`src/rtl/irdy_trdy_window_ctrl.sv`:
```
// Drives the active-low irdy/trdy pair as a bounded transfer window.
// irdy stays low for win_len+1 cycles, and trdy is low for a contiguous run inside that window.
module irdy_trdy_window_ctrl #(
  parameter int WIN_W = 4
) (
  input  logic             clk,
  input  logic             rst,
  input  logic             start,
  input  logic             abort,
  input  logic [WIN_W-1:0] win_len,
  input  logic [WIN_W-1:0] trdy_off,
  input  logic [WIN_W-1:0] trdy_len,
  output logic             irdy,
  output logic             trdy,
  output logic             busy,
  output logic             done,
  output logic             aborted,
  output logic             cfg_err
);

  typedef enum logic [1:0] {IDLE, ACTIVE, RECOVER} state_t;

  state_t           state;
  logic [WIN_W-1:0] cnt;
  logic [WIN_W-1:0] len_q;
  logic [WIN_W-1:0] off_q;
  logic [WIN_W-1:0] tlen_q;

  // Sums are one bit wider so that off+len never wraps at the top of the range.
  function automatic logic cfg_ok(input logic [WIN_W-1:0] wl,
                                  input logic [WIN_W-1:0] off,
                                  input logic [WIN_W-1:0] tl);
    logic [WIN_W:0] sum;
    logic [WIN_W:0] lim;
    sum = {1'b0, off} + {1'b0, tl};
    lim = {1'b0, wl} + (WIN_W+1)'(1);
    return (wl != '0) && (tl != '0) && (sum <= lim);
  endfunction

  function automatic logic trdy_low(input logic [WIN_W-1:0] c,
                                    input logic [WIN_W-1:0] off,
                                    input logic [WIN_W-1:0] tl);
    logic [WIN_W:0] end_x;
    end_x = {1'b0, off} + {1'b0, tl};
    return (c >= off) && ({1'b0, c} < end_x);
  endfunction

  // The config latch carries no reset: it is only read while ACTIVE.
  always_ff @(posedge clk) begin
    if (state == IDLE && start) begin
      len_q  <= win_len;
      off_q  <= trdy_off;
      tlen_q <= trdy_len;
    end
  end

  always_ff @(posedge clk or posedge rst) begin
    if (rst) begin
      state   <= IDLE;
      cnt     <= '0;
      irdy    <= 1'b1;
      trdy    <= 1'b1;
      busy    <= 1'b0;
      done    <= 1'b0;
      aborted <= 1'b0;
      cfg_err <= 1'b0;
    end else begin
      done    <= 1'b0;
      aborted <= 1'b0;
      cfg_err <= 1'b0;
      case (state)
        IDLE: begin
          if (start) begin
            if (cfg_ok(win_len, trdy_off, trdy_len)) begin
              state <= ACTIVE;
              cnt   <= '0;
              irdy  <= 1'b0;
              trdy  <= ~trdy_low('0, trdy_off, trdy_len);
              busy  <= 1'b1;
            end else begin
              cfg_err <= 1'b1;
            end
          end
        end
        ACTIVE: begin
          // abort wins over the natural end so that aborted is reported even on the last cycle.
          if (abort || cnt == len_q) begin
            state   <= RECOVER;
            irdy    <= 1'b1;
            trdy    <= 1'b1;
            done    <= 1'b1;
            aborted <= abort;
          end else begin
            cnt  <= cnt + WIN_W'(1);
            trdy <= ~trdy_low(cnt + WIN_W'(1), off_q, tlen_q);
          end
        end
        RECOVER: begin
          state <= IDLE;
          busy  <= 1'b0;
        end
        default: begin
          state <= IDLE;
          irdy  <= 1'b1;
          trdy  <= 1'b1;
          busy  <= 1'b0;
        end
      endcase
    end
  end

endmodule

```
`config.mk`:
```
export PLATFORM = sky130hd
export DESIGN_NAME = irdy_trdy_window_ctrl
export DESIGN_NICKNAME = d
export VERILOG_FILES = /design/src/rtl/irdy_trdy_window_ctrl.sv
export SDC_FILE = /design/constraint.sdc
export NUM_CORES = 1
export LEC_CHECK = 0
export ABC_AREA = 1
export CELL_PAD_IN_SITES_DETAIL_PLACEMENT = 1
export CELL_PAD_IN_SITES_GLOBAL_PLACEMENT = 1
export CORE_UTILIZATION = 45
export CTS_CLUSTER_DIAMETER = 100
export DETAILED_ROUTE_END_ITERATION = 6
export PLACE_DENSITY_LB_ADDON = 0.08
export REMOVE_ABC_BUFFERS = 1
export SKIP_CTS_REPAIR_TIMING = 1
export SLEW_MARGIN = 30
export SYNTH_ARGS = -nofsm -noshare
export SYNTH_HDL_FRONTEND = slang
export SYNTH_SLANG_ARGS = --single-unit
```
`constraint.sdc`:
```
create_clock -name clk -period 3.4 [get_ports clk]
set_input_delay 0.85 -clock clk [delete_from_list [all_inputs] [get_ports clk]]
set_output_delay 0.85 -clock clk [all_outputs]
set_load 0.02 [all_outputs]
```
# --- After elaboration in Yosys (flattened, before gate mapping) ---
# Cells that the tools add are included.
word_totals:
  regBits: 24
  inputBits: 16
  word_cells: 72
classes:
  eq_ne: 7
  order_cmp: 5
  reduce_logical: 15
  addsub: 4
  bitwise: 4
  mux: 26
ops:
  columns: ["cell", "n"]
  rows:
  - ["two-way mux 1 bit", 15]
  - ["two-way mux 4 bit", 3]
  - ["adder 4 x 4 -> 5 bit", 2]
  - ["AND reduction 3 bit", 3]
  - ["case mux 4 bit (2 select lines)", 1]
  - ["AND reduction 4 bit", 2]
  - ["nonzero test 4 bit", 2]
  - ["two-way mux 2 bit", 3]
  - ["!= test 2 bit, second input constant", 3]
  - ["case mux 1 bit (3 select lines)", 2]
  - ["adder 4 x 1 -> 5 bit, second input constant", 1]
  - ["<= comparator 5 bit", 1]
  - ["logical AND 1 bit", 5]
  - ["less-than comparator 1 x 5 -> 1 bit, first input constant", 1]
  - ["less-than comparator 4 x 5 -> 1 bit", 1]
  - ["adder 4 x 1 -> 4 bit, second input constant", 1]
  - ["equality test 4 bit", 1]
  - [">= comparator 1 x 4 -> 1 bit, first input constant", 1]
  - [">= comparator 4 bit", 1]
  - ["inverter 1 bit", 4]
  - ["case mux 2 bit (2 select lines)", 1]
  - ["equality test 2 x 1 -> 1 bit, second input constant", 1]
  - ["equality test 2 bit, second input constant", 1]
  - ["logical NOT 2 bit", 1]
  - ["4 further kinds", 4]

# --- Logic depth before layout (Yosys ltp) ---
# Gate-level depths: netlist of the first run.
logic_depth:
  depth_word: 7
  mapped_depth: 15
  mapped_depth_nobuf: 15

# --- Least setup slack after synthesis of the first run ---
# No wires, ideal clock.
synth_path:
  path_type: "input to register"
  from: "input port trdy_off[0]"
  to: "register cnt[0]"
  required_ns: 3.283
  n_path_buf: 0
  path_stages: 13
  arrival_ns: 2.663
  path_slack_ns: 0.620
  cell_sequence: "ha_1 > fa_1 > xnor2_1 > inv_1 > ha_1 > nand2_1 > nor2_4 > nand2_1 > nand3_2 > a21oi_4 > nand2_4 > nand3_1 > nand2_1"
synth_via:
  elab_chain_cells: 5
synth_lines:
  columns: ["item", "line", "rtl"]
  rows:
  - ["start: declaration", "11", "input logic [WIN_W-1:0] trdy_off,"]
  - ["adder 4 x 4 -> 5 bit", "35", "sum = {1'b0, off} + {1'b0, tl};"]
  - ["<= comparator 5 bit", "37", "return (wl != '0) && (tl != '0) && (sum <= lim);"]
  - ["logical AND 1 bit", "37", null]
  - ["!= test 2 x 1 -> 1 bit (no line)", null, null]
  - ["AND reduction 4 bit (no line)", null, null]
  - ["end signal: assignment", "94", "cnt <= cnt + WIN_W'(1);"]
  - ["end: declaration", "24", "logic [WIN_W-1:0] cnt;"]
# No other way between the ends.
# A chain may end at the register's enable or synchronous reset.

# --- Worst setup path after layout of the first run ---
# Same ends and word-level chain as after synthesis.

==> metrics, run 1 <==
Ys Warns 0; Die W 63.86 µm; die height 63.86 µm; core footprint 3661 µm²; Worst-Skew Late Latency 0.27 ns; largest net degree at the start of global routing 15; # setup viols final 0; H-Tree Depth 1; initial antenna violation count 0; drt drc 0; GR Util All Layers 21.85%; CTS buffer count 3; slack of the critical path 0.2241 ns; Wirelength per Cell 14.14 µm; most common cell after layout, fill and taps aside nand2_1; Synth Instances 200; distinct cell type count after synthesis 27; #FFs+latches synth 24; status complete, no violations; CP startpoint trdy_off[0]; CTS tree done; Slew @ Worst Pin 0.6792 ns; Syn Area/Cell 8.608 µm²; full die area 4077 µm²; clk_skew 0.01048 ns; TNS Setup 0 ns; RePlAce Congestion 0.7668; worst path required time 3.60 ns; Final min period 3.176 ns; Area Overhead vs Synth 21.00%; IO Port Bufs 21; row cnt 22; crit path DAT 3.37 ns; Pwr Total 1.186 mW; via count 1384; gr ovfl total 0; min-delay worst type register to register; Fmax 0.3149 GHz; clock root cell clkbuf_8; global-route wire length before repair 6.755 mm; final max-slew violation count 0; post-synthesis sequential area ratio 38.52%; Antenna Cells 0; DRT Wirelength 3.875 mm; Max-Cap Viols 0; cell count after placement 270; Setup crit start kind primary input; Mapped Area 1722 µm²; vias in the first global route 1495; Pwr Density 569.4 nW/µm²; Nets 268; share of layout cells above drive strength 1 12.83%; length of the first detailed-routing pass in iterations 4; Clock Path Buffers 2; Finished Layout Cells 274; antenna-violating nets left 0; critical path class primary input to register; crit end category register; Vias/cell 5.051; Placement Setup Slack -0.09179 ns; Reg-to-Reg Start off_q[0]; final hold violation count 0; min-delay src trdy; Final Cycle Share 93.41%; Ports 22; Starting Density 47.03%; # clock sinks 24; Worst slew margin 54.67%; most frequent cells in the layout nand2_1 (44), inv_1 (32), ha_1 (22); Crit Path Max Fanout 6; Worst-path clk slew 0.09 ns; Leakage Power 1.023 nW; detailed placer's ending HPWL 3.260 mm; VDD IR max 0.0002945 V; DRT iter0 DRCs 21; R2R Setup Slk 1.14 ns
## stage by stage
stage | hold slack [ns] | utilization [%] | instance area (µm²)
floorplan | 0.4988 | - | 1722
global placement | 0.4782 | 54.61 | 1999
detailed placement | 0.4826 | 54.61 | 1999
CTS | 0.5019 | 56.43 | 2066
global route | 0.5104 | 56.90 | 2083
finish | 0.5000 | 56.90 | 2083
## layout make-up
cell class / count / area (µm²)
fill: 460 / 1578
multi-input combinational: 142 / 948.4
sequential: 24 / 663.1
timing repair buffer: 22 / 217.7
inverter: 34 / 127.6
clock buffer: 4 / 66.31
tap: 48 / 60.06
## critical path, stage by stage
cell,delay [ns]
clkdlybuf4s50_1,0.46
ha_2,0.23
fa_2,0.37
a21oi_1,0.15
o21bai_1,0.11
ha_1,0.33
nand2_2,0.10
inv_1,0.05
nand2_1,0.07
nand3_2,0.11
a21oi_4,0.19
nand2_4,0.11
nand2_4,0.12
nand2_1,0.05
nand2_1,0.07
## power breakdown
group          total [mW]  switching (mW)  internal, mW
sequential          0.445          0.0549         0.390
clock               0.216          0.0885         0.128
combinational       0.525           0.308         0.217
total                1.19           0.452         0.735
## logic make-up (layout without fill, tap and decap cells)
family                   count (synthesis)  in the layout  synth area share (%)
AO/OA/AOI/OAI                           16             16                 5.669
XOR/XNOR                                 7              7                 3.561
adder cells (fa/ha/maj)                 25             25                 19.04
buffers and inverters                   34             60                 7.413
flip-flops                              24             24                 38.52
AND/OR/NAND/NOR                         94             94                 25.80
## Yosys cell counts, drive strengths merged
cell type	n	area (µm²)
xnor2	4	35.03
xor2	3	26.28
fa	2	40.04
o21ai	2	10.01
dfstp	2	52.55
ha	23	287.8
inv	34	127.6
nor4	1	6.260
nand2	49	206.5
nor3	2	10.01
o21bai	1	7.510
edfxtp	12	360.4
nor2	22	100.1
dfrtp	10	250.2
nand3	17	102.6
or2	2	12.51
nand4	1	6.260
a21oi	13	80.08
## worst paths after layout
check                           cells after the start      end
worst min-delay path                                2     trdy
worst max-delay path                               15   cnt[0]
worst max register to register                     12     trdy
max in group asynchronous                           2     irdy
min in group asynchronous                           2  cfg_err
worst min register to register                      2     trdy
## registers in the layout (all words and copies together), names as in the netlist
signal and cells:
irdy 1, done 1, trdy 1, cnt 4, busy 1, len_q 4
aborted 1, state 2, cfg_err 1, tlen_q 4, off_q 4
## per-layer routing
layer	global-route usage, %	share of wire [%]	up-vias
li1	-	-	693
met1	27.37	45	664
met2	38.83	52	19
met3	3.750	2.1	8
met4	5.114	1.1	0
met5	0	0	-
No activity file was read; power rests on OpenSTA's default activity.
==> run 2: changes to the inputs <==
Settings changed: GPL_ROUTABILITY_DRIVEN set to 0.
==> results of run 2 <==
The final DEF is identical to that of run 1; final timing and power are the same.
==> run 3: changes to the inputs <==
Settings changed: PLACE_DENSITY_LB_ADDON 0.08 to 0.12.
==> run 3 against run 2 <==
  * Final area fell by 0.84%
  * Sequential share of layout area increased by 0.27 points
  * Maximum frequency is 1.5% lower
==> metrics, run 3 (same netlist as run 1, synthesis figures left out) <==
length of the first detailed-routing pass in iterations 4; critical path class primary input to register; gr ovfl total 0; max incr delay on CP 0.44 ns; clk_skew 0.01126 ns; Vias/cell 5.040; final max-slew violation count 0; Hold Path Stages 2; TNS Setup 0 ns; Setup crit start kind primary input; core footprint 3661 µm²; CTS tree done; full die area 4077 µm²; Starting Density 47.03%; CTS buffer count 3; DRT iter0 DRCs 39; antenna-violating nets left 0; GR Util All Layers 21.84%; CP dominant cell by count nand2_1; fillers 452; Worst slew margin 52.65%; Area Overhead vs Synth 19.99%; Final Cycle Share 94.81%; Worst-path clk slew 0.09 ns; Ports 22; status complete, no violations; CP cell instances clkdlybuf4s50_1 > ha_1 > fa_1 > a21oi_1 > o21bai_1 > ha_1 > nand2_2 > inv_1 > nand2_1 > nand3_2 > a21oi_4 > nand2_4 > nand2_4 > nand2_1 > nand2_1; Final min period 3.224 ns; routed wl met2 2.142 mm; most common cell after layout, fill and taps aside nand2_1; crit end category register; final hold violation count 0; drt drc 0; Leakage Power 1.020 nW; Bufs and invs on worst path 2; crit path DAT 3.44 ns; VDD IR max 0.0003321 V; Slowest cell on crit path clkdlybuf4s50_1; DRT Wirelength 3.967 mm; Crit Path Max Fanout 6; Worst-Skew Late Latency 0.27 ns; most frequent cells in the layout nand2_1 (44), inv_1 (32), ha_1 (23); Slew @ Worst Pin 0.7095 ns; Pwr Density 577.3 nW/µm²; Clock Path Buffers 2; Nets 268; unrepaired setup endpoints after global routing no; Antenna Cells 0; row cnt 22; hold slack final 0.4957 ns; die height 63.86 µm; IO Port Bufs 21; Die W 63.86 µm; Top Metal Used met4; detailed placer's ending HPWL 3.447 mm; largest net degree at the start of global routing 15; # setup viols final 0; via count 1381; worst path required time 3.61 ns; vias in the first global route 1505; Wirelength per Cell 14.48 µm; Worst path top cell family by delay adder cells; # clock sinks 24; global-route wire length before repair 6.727 mm; initial antenna violation count 0; H-Tree Depth 1; Fmax 0.3102 GHz; share of layout cells above drive strength 1 11.06%; reg2reg path depth 12; met1 WL 1.708 mm; min-delay worst type register to register; met3 WL 43 µm; Max-Cap Viols 0; clock root cell clkbuf_8; total stage count of the critical path 15
-- run 3: routing by layer --
metal	up-vias	track usage [%]
met3	6	1.607
met4	0	9.659
met5	-	0
met1	664	25.74
met2	15	40.16
li1	696	-
-- run 3: report_power, final --
| part | internal [mW] | switching (mW) |
|---|---|---|
| clock | 0.128 | 0.0910 |
| combinational | 0.216 | 0.312 |
| sequential | 0.390 | 0.0562 |
| total | 0.734 | 0.459 |
-- run 3: path summary, 6_finish.rpt --
check | from | end | slack, ns
setup / recovery | trdy_off[0] | cnt[0] | 0.18
hold / removal | trdy | trdy | 0.50
setup reg to reg | off_q[0] | trdy | 1.14
hold reg to reg | trdy | trdy | 0.50
max in group asynchronous | rst | irdy | 2.18
min in group asynchronous | rst | state[1] | 0.88
-- run 3: area by class of cell --
| type | count | area (µm²) | area share [%] |
|---|---|---|---|
| Multi-Input combinational cell | 142 | 930.9 | 45.06 |
| Clock buffer | 4 | 66.31 | 3.210 |
| Tap cell | 48 | 60.06 | 2.907 |
| Inverter | 34 | 127.6 | 6.178 |
| Timing Repair Buffer | 22 | 217.7 | 10.54 |
| Sequential cell | 24 | 663.1 | 32.10 |
-- run 3: per-stage QoR --
step                      instance area, µm²  utilization, %  cells  total power, mW  worst slack (ns)
after floorplan                         1722               -    200           0.7976            0.6205
after global placement                  1999           54.61    270           0.9466           0.03207
after detailed placement                1999           54.61    270           0.9864           -0.1162
after CTS                               2066           56.43    274            1.206            0.1629
after global routing                    2066           56.43    274            1.275          0.005189
final                                   2066           56.43    274            1.193            0.1764
-- run 3: worst reg2reg max path, cell delays in order, from the launching register on --
cell	delay [ns]
edfxtp_1	0.43
ha_1	0.25
fa_1	0.41
xnor2_1	0.21
ha_1	0.27
nand2_1	0.08
nand2_1	0.06
nand4_1	0.09
nand2_1	0.05
nor2_1	0.14
nand2_1	0.10
nand3_1	0.08
nand2_1	0.05
